`src/rtl/uart_rx_fsm.sv`:
```
// UART receive framing controller: start detection, bit timebase,
// LSB-first deserialisation, parity/stop checking and byte strobe.
module uart_rx_fsm #(
    parameter int DATA_WIDTH = 8
) (
    input  logic                  fast_clk,
    input  logic                  rst,
    input  logic                  RX_IN,
    input  logic [5:0]            Prescale,
    input  logic                  PAR_EN,
    input  logic                  PAR_TYP,
    input  logic                  sampled_bit,
    output logic                  dat_samp_en,
    output logic [5:0]            edge_cnt,
    output logic [DATA_WIDTH-1:0] P_DATA,
    output logic                  data_valid,
    output logic                  par_err,
    output logic                  stp_err
);

    localparam int CW = $clog2(DATA_WIDTH) + 1;

    typedef enum logic [2:0] {
        IDLE,
        START,
        DATA,
        PARITY,
        STOP
    } state_t;

    state_t                state;
    logic [DATA_WIDTH-1:0] shreg;
    logic [CW-1:0]         bit_cnt;
    logic                  par_en_q;
    logic                  par_typ_q;
    logic                  tick;

    // Bit boundary: the sampler's vote is consumed on the last edge of the bit.
    assign tick        = (edge_cnt == Prescale - 6'd1);
    assign dat_samp_en = (state != IDLE);

    always_ff @(posedge fast_clk or negedge rst) begin
        if (!rst) begin
            state      <= IDLE;
            edge_cnt   <= '0;
            shreg      <= '0;
            bit_cnt    <= '0;
            par_en_q   <= 1'b0;
            par_typ_q  <= 1'b0;
            P_DATA     <= '0;
            data_valid <= 1'b0;
            par_err    <= 1'b0;
            stp_err    <= 1'b0;
        end else begin
            data_valid <= 1'b0;
            if (state == IDLE) begin
                edge_cnt <= '0;
                if (!RX_IN) begin
                    // The detection cycle itself counts as edge 0 of the start bit.
                    state     <= START;
                    edge_cnt  <= 6'd1;
                    par_en_q  <= PAR_EN;
                    par_typ_q <= PAR_TYP;
                    par_err   <= 1'b0;
                    stp_err   <= 1'b0;
                    bit_cnt   <= '0;
                end
            end else begin
                edge_cnt <= tick ? 6'd0 : edge_cnt + 6'd1;
                if (tick) begin
                    case (state)
                        START: begin
                            state <= sampled_bit ? IDLE : DATA;
                        end
                        DATA: begin
                            shreg   <= {sampled_bit, shreg[DATA_WIDTH-1:1]};
                            bit_cnt <= bit_cnt + 1'b1;
                            if (bit_cnt == CW'(DATA_WIDTH - 1))
                                state <= par_en_q ? PARITY : STOP;
                        end
                        PARITY: begin
                            par_err <= (sampled_bit != (^shreg ^ par_typ_q));
                            state   <= STOP;
                        end
                        STOP: begin
                            stp_err <= ~sampled_bit;
                            if (sampled_bit && !par_err) begin
                                P_DATA     <= shreg;
                                data_valid <= 1'b1;
                            end
                            state <= IDLE;
                        end
                        default: state <= IDLE;
                    endcase
                end
            end
        end
    end

endmodule

```
`config.mk`:
```
export PLATFORM = sky130hd
export DESIGN_NAME = uart_rx_fsm
export DESIGN_NICKNAME = d
export VERILOG_FILES = /design/src/rtl/uart_rx_fsm.sv
export SDC_FILE = /design/constraint.sdc
export NUM_CORES = 1
export LEC_CHECK = 0
export ABC_AREA = 1
export CAP_MARGIN = 20
export CORE_UTILIZATION = 30
export DETAILED_ROUTE_END_ITERATION = 10
export PLACE_DENSITY = 0.55
export SETUP_SLACK_MARGIN = 0.1
export SYNTH_ARGS = -nofsm -noshare
export SYNTH_HDL_FRONTEND = slang
export SYNTH_SLANG_ARGS = --single-unit
```
`constraint.sdc`:
```
create_clock -name fast_clk -period 1.82 [get_ports fast_clk]
set_clock_uncertainty 0.05 [all_clocks]
set_input_delay 0.273 -clock fast_clk [delete_from_list [all_inputs] [get_ports fast_clk]]
set_output_delay 0.273 -clock fast_clk [all_outputs]
set_load 0.02 [all_outputs]
```
After elaboration in Yosys (flattened, before gate mapping):

Index checks and enable logic that the tools add are counted.

* register bits after elaboration: 34
* output and inout bits: 18

* $add $sub $neg: 3
* equality and inequality tests: 9
* mux-type cells: 25
* bitwise gates (word level): 4
* reduce and logical (&&, ||, !) cells: 16

Operators with widths (count)
* 4-bit two-way mux: 4
* 3-bit two-way mux: 5
* 3-bit AND reduction: 5
* 1-bit two-way mux: 12
* 6-bit two-way mux: 2
* 3-bit case mux with 3 select lines: 1
* 2-bit nonzero test: 4
* 8-bit XOR reduction: 1
* 6-bit by 1-bit adder with 6-bit output (second input constant): 1
* 3-bit by 2-bit == test with 1-bit output (second input constant): 2
* 6-bit == test: 1
* 6-bit by 1-bit subtractor with 6-bit output (second input constant): 1
* 4-bit by 1-bit adder with 4-bit output (second input constant): 1
* 4-bit by 3-bit == test with 1-bit output (second input constant): 1
* 4-bit AND reduction: 1
* 3-bit by 1-bit == test with 1-bit output (second input constant): 1
* 3-bit == test (second input constant): 1
* 3-bit zero test: 1
* 3-bit != test (second input constant): 1
* 1-bit NOT: 3
* 3-bit nonzero test: 1
* 2-bit two-way mux: 1
* 2-bit != test (second input constant): 1
* 2-bit AND reduction: 1
* other kinds (4): 4

Logic depth before layout (Yosys ltp):

Gate-level depths: netlist of the first run.

* depth in word-level cells: 6
* gate-level depth with buffers: 13
* mapped depth without buffers: 13

Worst setup path after synthesis of the first run:

No wires, ideal clock.

* path type: in2reg
* start point: input port Prescale[0]
* end point: register bit_cnt[0]
* arrival time: 1477 ps
* required time: 1653 ps
* setup slack: 177 ps
* stages on the path: 12
* cells stage by stage: inv_2 > ha_1 > nand2_1 > nand2_1 > nor2_1 > nand2_1 > nor2_2 > nand3_4 > nand2_4 > nand3_4 > nand2_1 > nand2_1

* longest elaborated chain between the ends: 4

Ends and longest elaborated chain
* start, declared: RTL line 9 `input logic [5:0] Prescale,`
* 6-bit by 1-bit subtractor with 6-bit output: RTL line 39 `assign tick = (edge_cnt == Prescale - 6'd1);`
* 6-bit == test: RTL line 39
* 2-bit nonzero test (no line)
* 3-bit AND reduction (no line)
* end signal, assigned: RTL line 77 `bit_cnt <= bit_cnt + 1'b1;`
* end, declared: RTL line 33 `logic [CW-1:0] bit_cnt;`

No other way between the ends.
A chain may end at the register's enable or synchronous reset.

Worst setup path after layout of the first run:

* start point: register edge_cnt[2]
* end point: output port edge_cnt[2]

RTL lines
* start, declared: RTL line 14 `output logic [5:0] edge_cnt,`
* start signal, assigned: RTL line 69 `edge_cnt <= tick ? 6'd0 : edge_cnt + 6'd1;`

No word-level cell between the ends.

==> summary.log, run 1 <==
INFO  outcome        run_status=finished clean
INFO  critical_path  arrival=1350ps
INFO  grt            grt_pass1_wl=7.77mm
INFO  yosys          synth.distinct_cells=24
INFO  clock_network  cts_made_buffers=5
INFO  yosys          synthesis.yosys.warnings=0
INFO  clock_network  hold_fix_buffer_count_after_cts=0
INFO  drt            dr.first_iter.drc_count=55
INFO  yosys          synth.avg_cell_area=7.81squm
INFO  grt            first_global_vias=1669
INFO  yosys          synth_area_leaders=sky130_fd_sc_hd__dfrtp_1, sky130_fd_sc_hd__nand2_1, sky130_fd_sc_hd__inv_1
INFO  yosys          total_of_flip_flops_plus_latches_after_synthesis=34
INFO  drt            final_antenna_net_count=0
INFO  clock_network  htree_levels=2
INFO  clock_network  clock_sink_count=34
INFO  yosys          synthesis.area=1980squm
INFO  drt            viasPerCell=4.52
INFO  final_layout   final_layout_size_suffix_gt1_share=23.1%
INFO  sta            slew_viol_final=0
INFO  yosys          synth_nets=268
INFO  placement      gp_congestion=0.835
INFO  sta            grt_setup_unrepaired=yes
INFO  final_layout   fill_cells=635
INFO  floorplanning  row_count=29
INFO  critical_path  worstPathCellList=clkdlybuf4s50_1
INFO  hold_path      hp-class=in -> async
INFO  critical_path  slowest_stage=sky130_fd_sc_hd__clkdlybuf4s50_1
INFO  critical_path  timing.critical_path.to_type=output pin
INFO  yosys          synthDominantAreaCellType=sky130_fd_sc_hd__dfrtp_1
INFO  floorplanning  top_level_ports=30
INFO  grt            grt.total_usage=13.9%
INFO  final_layout   ant_diodes=0
INFO  floorplanning  die-area=6920squm
INFO  final_layout   multi_input_area=1110squm
INFO  drt            drcViolationCount=0
INFO  pwr            power.ir.vdd_worst=0.622mV
INFO  drt            overall_via_count_from_detail_route=1736
INFO  critical_path  critical_path.max_fanout=6
INFO  placement      dpl-instance-area=2440squm
INFO  sta            relSlewSlack=70.9%
INFO  grt            sum_of_overflow_across_all_layers_after_global_routing=0
INFO  sta            fmaxAchievable=598MHz
INFO  critical_path  critical-path-top-delay-family=buffers and inverters
INFO  drt            detail_route.first_pass.iterations=4
INFO  sta            timing.final.ws_setup=148ps
INFO  critical_path  timing.critical_path.slowest_cell_delay=630ps
INFO  critical_path  critical_path.n_buffers_inverters=1
INFO  clock_network  clk_path_buf_depth=2
INFO  yosys          netlist.area_leader.share=43.0%
INFO  sta            final_period_minus_worst_setup_slack=1670ps
INFO  grt            grt_start_max_net_pins=35
INFO  pwr            leakage=1.36nW
INFO  floorplanning  initial_utilization=31.1%
INFO  floorplanning  floorplan.core_area=6350squm
INFO  yosys          synth.yosys.seq_area_share=43.0%
INFO  floorplanning  chip_width=83.2microns
INFO  pwr            power-per-cell-area=1280nW/um^2
INFO  grt            antenna_found_initial=0
INFO  critical_path  crit_type=reg -> out
INFO  final_layout   final_net_count=321
INFO  critical_path  crit_path_start_kind=register
INFO  critical_path  critPathRequiredTime=1500ps
INFO  final_layout   design_area=2690squm
INFO  sta            worst_slew_pin_slew=432ps
INFO  drt            routed_wire_length_per_instance=11.3microns
INFO  sta            report.final.setup_viol=0
INFO  sta            hold_viol=0
INFO  clock_network  clk-insertion-delay-late=280ps
INFO  yosys          post_synth_inst_count=253
INFO  placement      port_buffers=29
INFO  floorplanning  die_height=83.2microns
INFO  drt            routed_wirelength=4.35mm
INFO  placement      final_hpwl_from_detailed_placement=3.15mm
INFO  job            maxCapViolations=0
INFO  placement      dpl_worst_slack=-476ps
INFO  sta            final.period_utilization=91.8%
INFO  clock_network  clockRootBuffer=sky130_fd_sc_hd__clkbuf_8
INFO  clock_network  tritoncts=done
INFO  clock_network  path_clk_slew=70ps
INFO  final_layout   area_growth=35.8%
INFO  final_layout   final-seq-area=852squm
[cell families (layout without fill, tap and decap cells)]
kind of cell,after synthesis,after routing,synth area share (%)
adder cells (fa/ha/maj),3,3,1.90
buffers and inverters,32,84,6.46
AO/OA/AOI/OAI,20,20,6.58
AND/OR/NAND/NOR,149,151,35.4
flip-flops,34,34,43.0
XOR/XNOR,15,15,6.65
[final timing paths]
kind / from / endpoint / slack [ps] / depth (start not counted)
max in group asynchronous: rst / edge_cnt[1] / 1050 / 2
hold / removal: rst / data_valid / 340 / 2
setup / recovery: edge_cnt[2] / edge_cnt[2] / 150 / 1
hold reg to reg: stp_err / stp_err / 430 / 2
min in group fast_clk: stp_err / stp_err / 430 / 2
setup reg to reg: edge_cnt[5] / bit_cnt[0] / 180 / 8
[cell type report]
class                           count  share of cell area [%]
Inverter                           31                    4.43
Clock buffer                        7                    2.84
Timing Repair Buffer               45                    14.9
Multi-Input combinational cell    189                    41.4
Sequential cell                    34                    31.7
Tap cell                           77                    3.59
Clock inverter                      1                    1.12
[where the power goes]
group	total (W)	internal (W)	leakage, nW	switching [W]
sequential	0.00110	0.000923	0.449	0.000178
clock	0.000673	0.000409	0.0524	0.000263
combinational	0.00166	0.000674	0.861	0.000982
total	0.00343	0.00201	1.36	0.00142
[Yosys cell counts]
cell,number
sky130_fd_sc_hd__dfrtp_1,34
sky130_fd_sc_hd__inv_2,3
sky130_fd_sc_hd__o21ai_0,11
sky130_fd_sc_hd__xnor2_1,7
sky130_fd_sc_hd__nor4_1,1
sky130_fd_sc_hd__nand3b_1,1
sky130_fd_sc_hd__a21oi_1,1
sky130_fd_sc_hd__nand3_1,21
sky130_fd_sc_hd__nand2_1,84
sky130_fd_sc_hd__o21ai_2,5
sky130_fd_sc_hd__a21oi_2,3
sky130_fd_sc_hd__nand3_4,3
sky130_fd_sc_hd__inv_1,28
sky130_fd_sc_hd__nand3_2,2
sky130_fd_sc_hd__nor3_1,1
sky130_fd_sc_hd__nor2_2,5
sky130_fd_sc_hd__nor3b_1,2
sky130_fd_sc_hd__buf_6,1
sky130_fd_sc_hd__nand2_4,2
sky130_fd_sc_hd__xor2_1,8
sky130_fd_sc_hd__nand4_1,1
sky130_fd_sc_hd__ha_1,3
sky130_fd_sc_hd__nor2_4,2
sky130_fd_sc_hd__nor2_1,24
[per-layer routing]
metal / global-route usage (%) / vias to the layer above / wire (microns)
met2: 22.0 / 27 / 2020
met5: 0 / - / 0
li1: - / 907 / -
met3: 2.78 / 6 / 132
met4: 5.49 / 0 / 72
met1: 18.5 / 796 / 2130
[state kept, by name, summed over array words and instances, names as in the netlist]
signal and flops:
P_DATA 8, shreg 8, edge_cnt 6, bit_cnt 4
state 3, data_valid 1, par_en_q 1, par_err 1
par_typ_q 1, stp_err 1
[what timing repair did]
action	CTS	global route
endpoints found under the setup margin	34	35
pin swaps	7	7
gates cloned	2	0
resized for setup	24	23
buffers inserted	1	3
[layout by cell type (no fill, tap or decap), types with 3 or more instances in the layout]
master	Yosys	final
sky130_fd_sc_hd__buf_4	0	16
sky130_fd_sc_hd__dlymetal6s2s_1	0	3
sky130_fd_sc_hd__nand3_1	21	20
sky130_fd_sc_hd__a21oi_2	3	3
sky130_fd_sc_hd__xnor2_1	7	7
sky130_fd_sc_hd__xor2_1	8	8
sky130_fd_sc_hd__clkdlybuf4s50_1	0	20
sky130_fd_sc_hd__o21ai_0	11	9
sky130_fd_sc_hd__nor2_1	24	21
sky130_fd_sc_hd__dfrtp_1	34	33
sky130_fd_sc_hd__nand2_1	84	77
sky130_fd_sc_hd__nor2_4	2	8
sky130_fd_sc_hd__dlygate4sd2_1	0	3
sky130_fd_sc_hd__inv_2	3	5
sky130_fd_sc_hd__o21ai_2	5	5
sky130_fd_sc_hd__nand3_2	2	3
sky130_fd_sc_hd__inv_1	28	25
sky130_fd_sc_hd__nand3_4	3	5
sky130_fd_sc_hd__clkbuf_8	0	5
sky130_fd_sc_hd__nand2_2	0	7
[metrics by stage]
stage	utilization, %	hold slack [ps]	cells	power [W]	setup TNS (ps)
after floorplan	-	-72.6	253	0.00206	0
after global placement	38.5	421	370	0.00262	-13030
after detailed placement	38.5	422	370	0.00262	-13340
after CTS	41.4	354	381	0.00336	0
after global routing	42.3	387	384	0.00370	0
final	42.3	341	384	0.00343	0
(Power assumes the default switching activity.)
==> inputs of run 2 (changes only) <==
--- a/config.mk
+++ b/config.mk
@@ -9,7 +9,7 @@
 export CAP_MARGIN = 20
 export CORE_UTILIZATION = 30
 export DETAILED_ROUTE_END_ITERATION = 10
-export PLACE_DENSITY = 0.55
+export PLACE_DENSITY_LB_ADDON = 0.05
 export SETUP_SLACK_MARGIN = 0.1
 export SYNTH_ARGS = -nofsm -noshare
 export SYNTH_HDL_FRONTEND = slang
==> run 2 against run 1 <==
  * Non-clock buffer count up 1
  * Flip-flop and latch count unchanged
  * Via count rose by 0.58%
  * Cell count rose by 0.52%
  * Largest cell class unchanged
  * Sequential power is essentially flat
  * Total power grew 5.2%
  * Combinational power hardly changed
  * Utilization rose by 1.8 points
  * Largest power group unchanged
  * Worst setup slack improved by 16 ps
==> summary.log, run 2 (synthesis gave the netlist of run 1 again) <==
INFO  grt            grt.total_usage=14.8%
INFO  critical_path  r2r_cells=8
INFO  clock_network  clock_sink_count=34
INFO  job            maxCapViolations=0
INFO  clock_network  clk-insertion-delay-late=290ps
INFO  grt            grt_pass1_wl=8.18mm
INFO  placement      gp_congestion=0.804
INFO  critical_path  arrival=1330ps
INFO  grt            antenna_found_initial=0
INFO  clock_network  htree_levels=2
INFO  critical_path  critical_path.n_buffers_inverters=1
INFO  critical_path  timing.critical_path.to_type=output pin
INFO  clock_network  path_clk_slew=80ps
INFO  drt            detail_route.first_pass.iterations=4
INFO  drt            routed_wire_length_per_instance=12.1microns
INFO  critical_path  critical_path.max_fanout=5
INFO  floorplanning  floorplan.core_area=6350squm
INFO  critical_path  r2r_slack=200ps
INFO  final_layout   stdcell_count=386
INFO  final_layout   final_net_count=323
INFO  grt            first_global_vias=1702
INFO  critical_path  critical-path-top-delay-family=buffers and inverters
INFO  critical_path  timing.rr.end=shreg[6]
INFO  final_layout   layout_commonest_cell=sky130_fd_sc_hd__nand2_1
INFO  sta            slew_viol_final=0
INFO  critical_path  timing.rr.start=edge_cnt[5]
INFO  sta            final.period_utilization=91.0%
INFO  grt            sum_of_overflow_across_all_layers_after_global_routing=0
INFO  drt            routed_wirelength=4.69mm
INFO  placement      dpl-instance-area=2440squm
INFO  pwr            power-per-cell-area=1290nW/um^2
INFO  hold_path      hp-class=in -> async
INFO  clock_network  clockRootBuffer=sky130_fd_sc_hd__clkbuf_8
INFO  final_layout   final_layout_size_suffix_gt1_share=28.5%
INFO  final_layout   ant_diodes=0
INFO  drt            final_antenna_net_count=0
INFO  outcome        run_status=finished clean
INFO  critical_path  crit_path_start_kind=register
INFO  sta            relSlewSlack=69.1%
INFO  sta            report.final.setup_viol=0
INFO  drt            drcViolationCount=0
INFO  sta            grt_setup_unrepaired=yes
INFO  drt            viasPerCell=4.52
INFO  floorplanning  die-area=6920squm
INFO  critical_path  worstPathCellList=clkdlybuf4s50_1
INFO  sta            final_period_minus_worst_setup_slack=1660ps
INFO  placement      port_buffers=29
INFO  grt            grt_start_max_net_pins=35
INFO  clock_network  clk_path_buf_depth=2
INFO  final_layout   largestRegisters=P_DATA x8, shreg x8, edge_cnt x6
INFO  pwr            power.ir.vdd_worst=0.847mV
INFO  critical_path  slowest_stage=sky130_fd_sc_hd__clkdlybuf4s50_1
INFO  sta            fin_worst_hold_slack=340ps
INFO  drt            overall_via_count_from_detail_route=1746
INFO  drt            dr.first_iter.drc_count=28
INFO  placement      place_inst=370
INFO  sta            worst_slew_pin_slew=464ps
INFO  sta            fmaxAchievable=604MHz
INFO  sta            hold_viol=0
INFO  floorplanning  row_count=29
INFO  critical_path  crit_type=reg -> out
INFO  pwr            total_power=0.00361W
INFO  final_layout   design_area=2800squm
INFO  floorplanning  die_height=83.2microns
INFO  clock_network  tritoncts=done
INFO  placement      final_hpwl_from_detailed_placement=3.34mm
INFO  clock_network  cts_made_buffers=5
INFO  pwr            leakage=1.38nW
INFO  final_layout   area_growth=41.7%
INFO  floorplanning  top_level_ports=30
INFO  floorplanning  initial_utilization=31.1%
INFO  floorplanning  chip_width=83.2microns
INFO  critical_path  timing.critical_path.slowest_cell_delay=630ps
INFO  critical_path  critPathRequiredTime=1500ps
INFO  final_layout   most-common-layout-cells=sky130_fd_sc_hd__nand2_1, sky130_fd_sc_hd__dfrtp_1, sky130_fd_sc_hd__inv_1
run 2: what timing repair did:
item,4_1_cts,5_1_grt
gates resized for setup,25,40
gates cloned,2,1
pin swaps,9,19
hold buffers,0,0
setup endpoints to repair,34,33
buffers inserted,4,1
run 2: layout make-up:
cell class / count / area, sq um
Tap cell: 77 / 96.3
Multi-Input combinational cell: 190 / 1190
Inverter: 31 / 116
Sequential cell: 34 / 855
Timing Repair Buffer: 46 / 410
Fill cell: 629 / 3550
Clock buffer: 5 / 68.8
Clock inverter: 3 / 68.8
run 2: how the worst max path moves through the flow:
stage                     start     endpoint  slack [ps]  cells past startpoint
CTS                 edge_cnt[5]  edge_cnt[5]          90                      1
floorplan           Prescale[0]   bit_cnt[0]         180                     12
global placement    Prescale[0]   bit_cnt[0]        -490                     14
global route        edge_cnt[5]     shreg[6]          80                      8
detailed placement  Prescale[0]   bit_cnt[3]        -500                     14
finish              edge_cnt[1]  edge_cnt[1]         160                      1
run 2: routing by layer:
| layer | up-vias | part of all wire, % | GRT usage [%] | routed length (microns) |
|---|---|---|---|---|
| met2 | 25 | 50 | 24.8 | 2360 |
| met1 | 808 | 46 | 19.2 | 2150 |
| met3 | 2 | 3.1 | 2.98 | 144 |
| met4 | 0 | 0.62 | 4.23 | 29 |
| li1 | 911 | - | - | - |
| met5 | - | 0 | 0 | 0 |
run 2: metrics by stage:
stage | utilization [%] | worst slack [ps] | setup TNS [ps]
global route | 44.1 | 76.6 | 0
global placement | 38.5 | -490 | -14020
floorplan | - | 177 | 0
finish | 44.1 | 165 | 0
CTS | 42.6 | 90.5 | 0
detailed placement | 38.5 | -499 | -14540
run 2: where the power goes:
part / leakage (nW) / switching, W / internal [W]
Clock: 0.0683 / 0.000298 / 0.000549
Combinational: 0.868 / 0.000968 / 0.000679
Sequential: 0.445 / 0.000190 / 0.000924
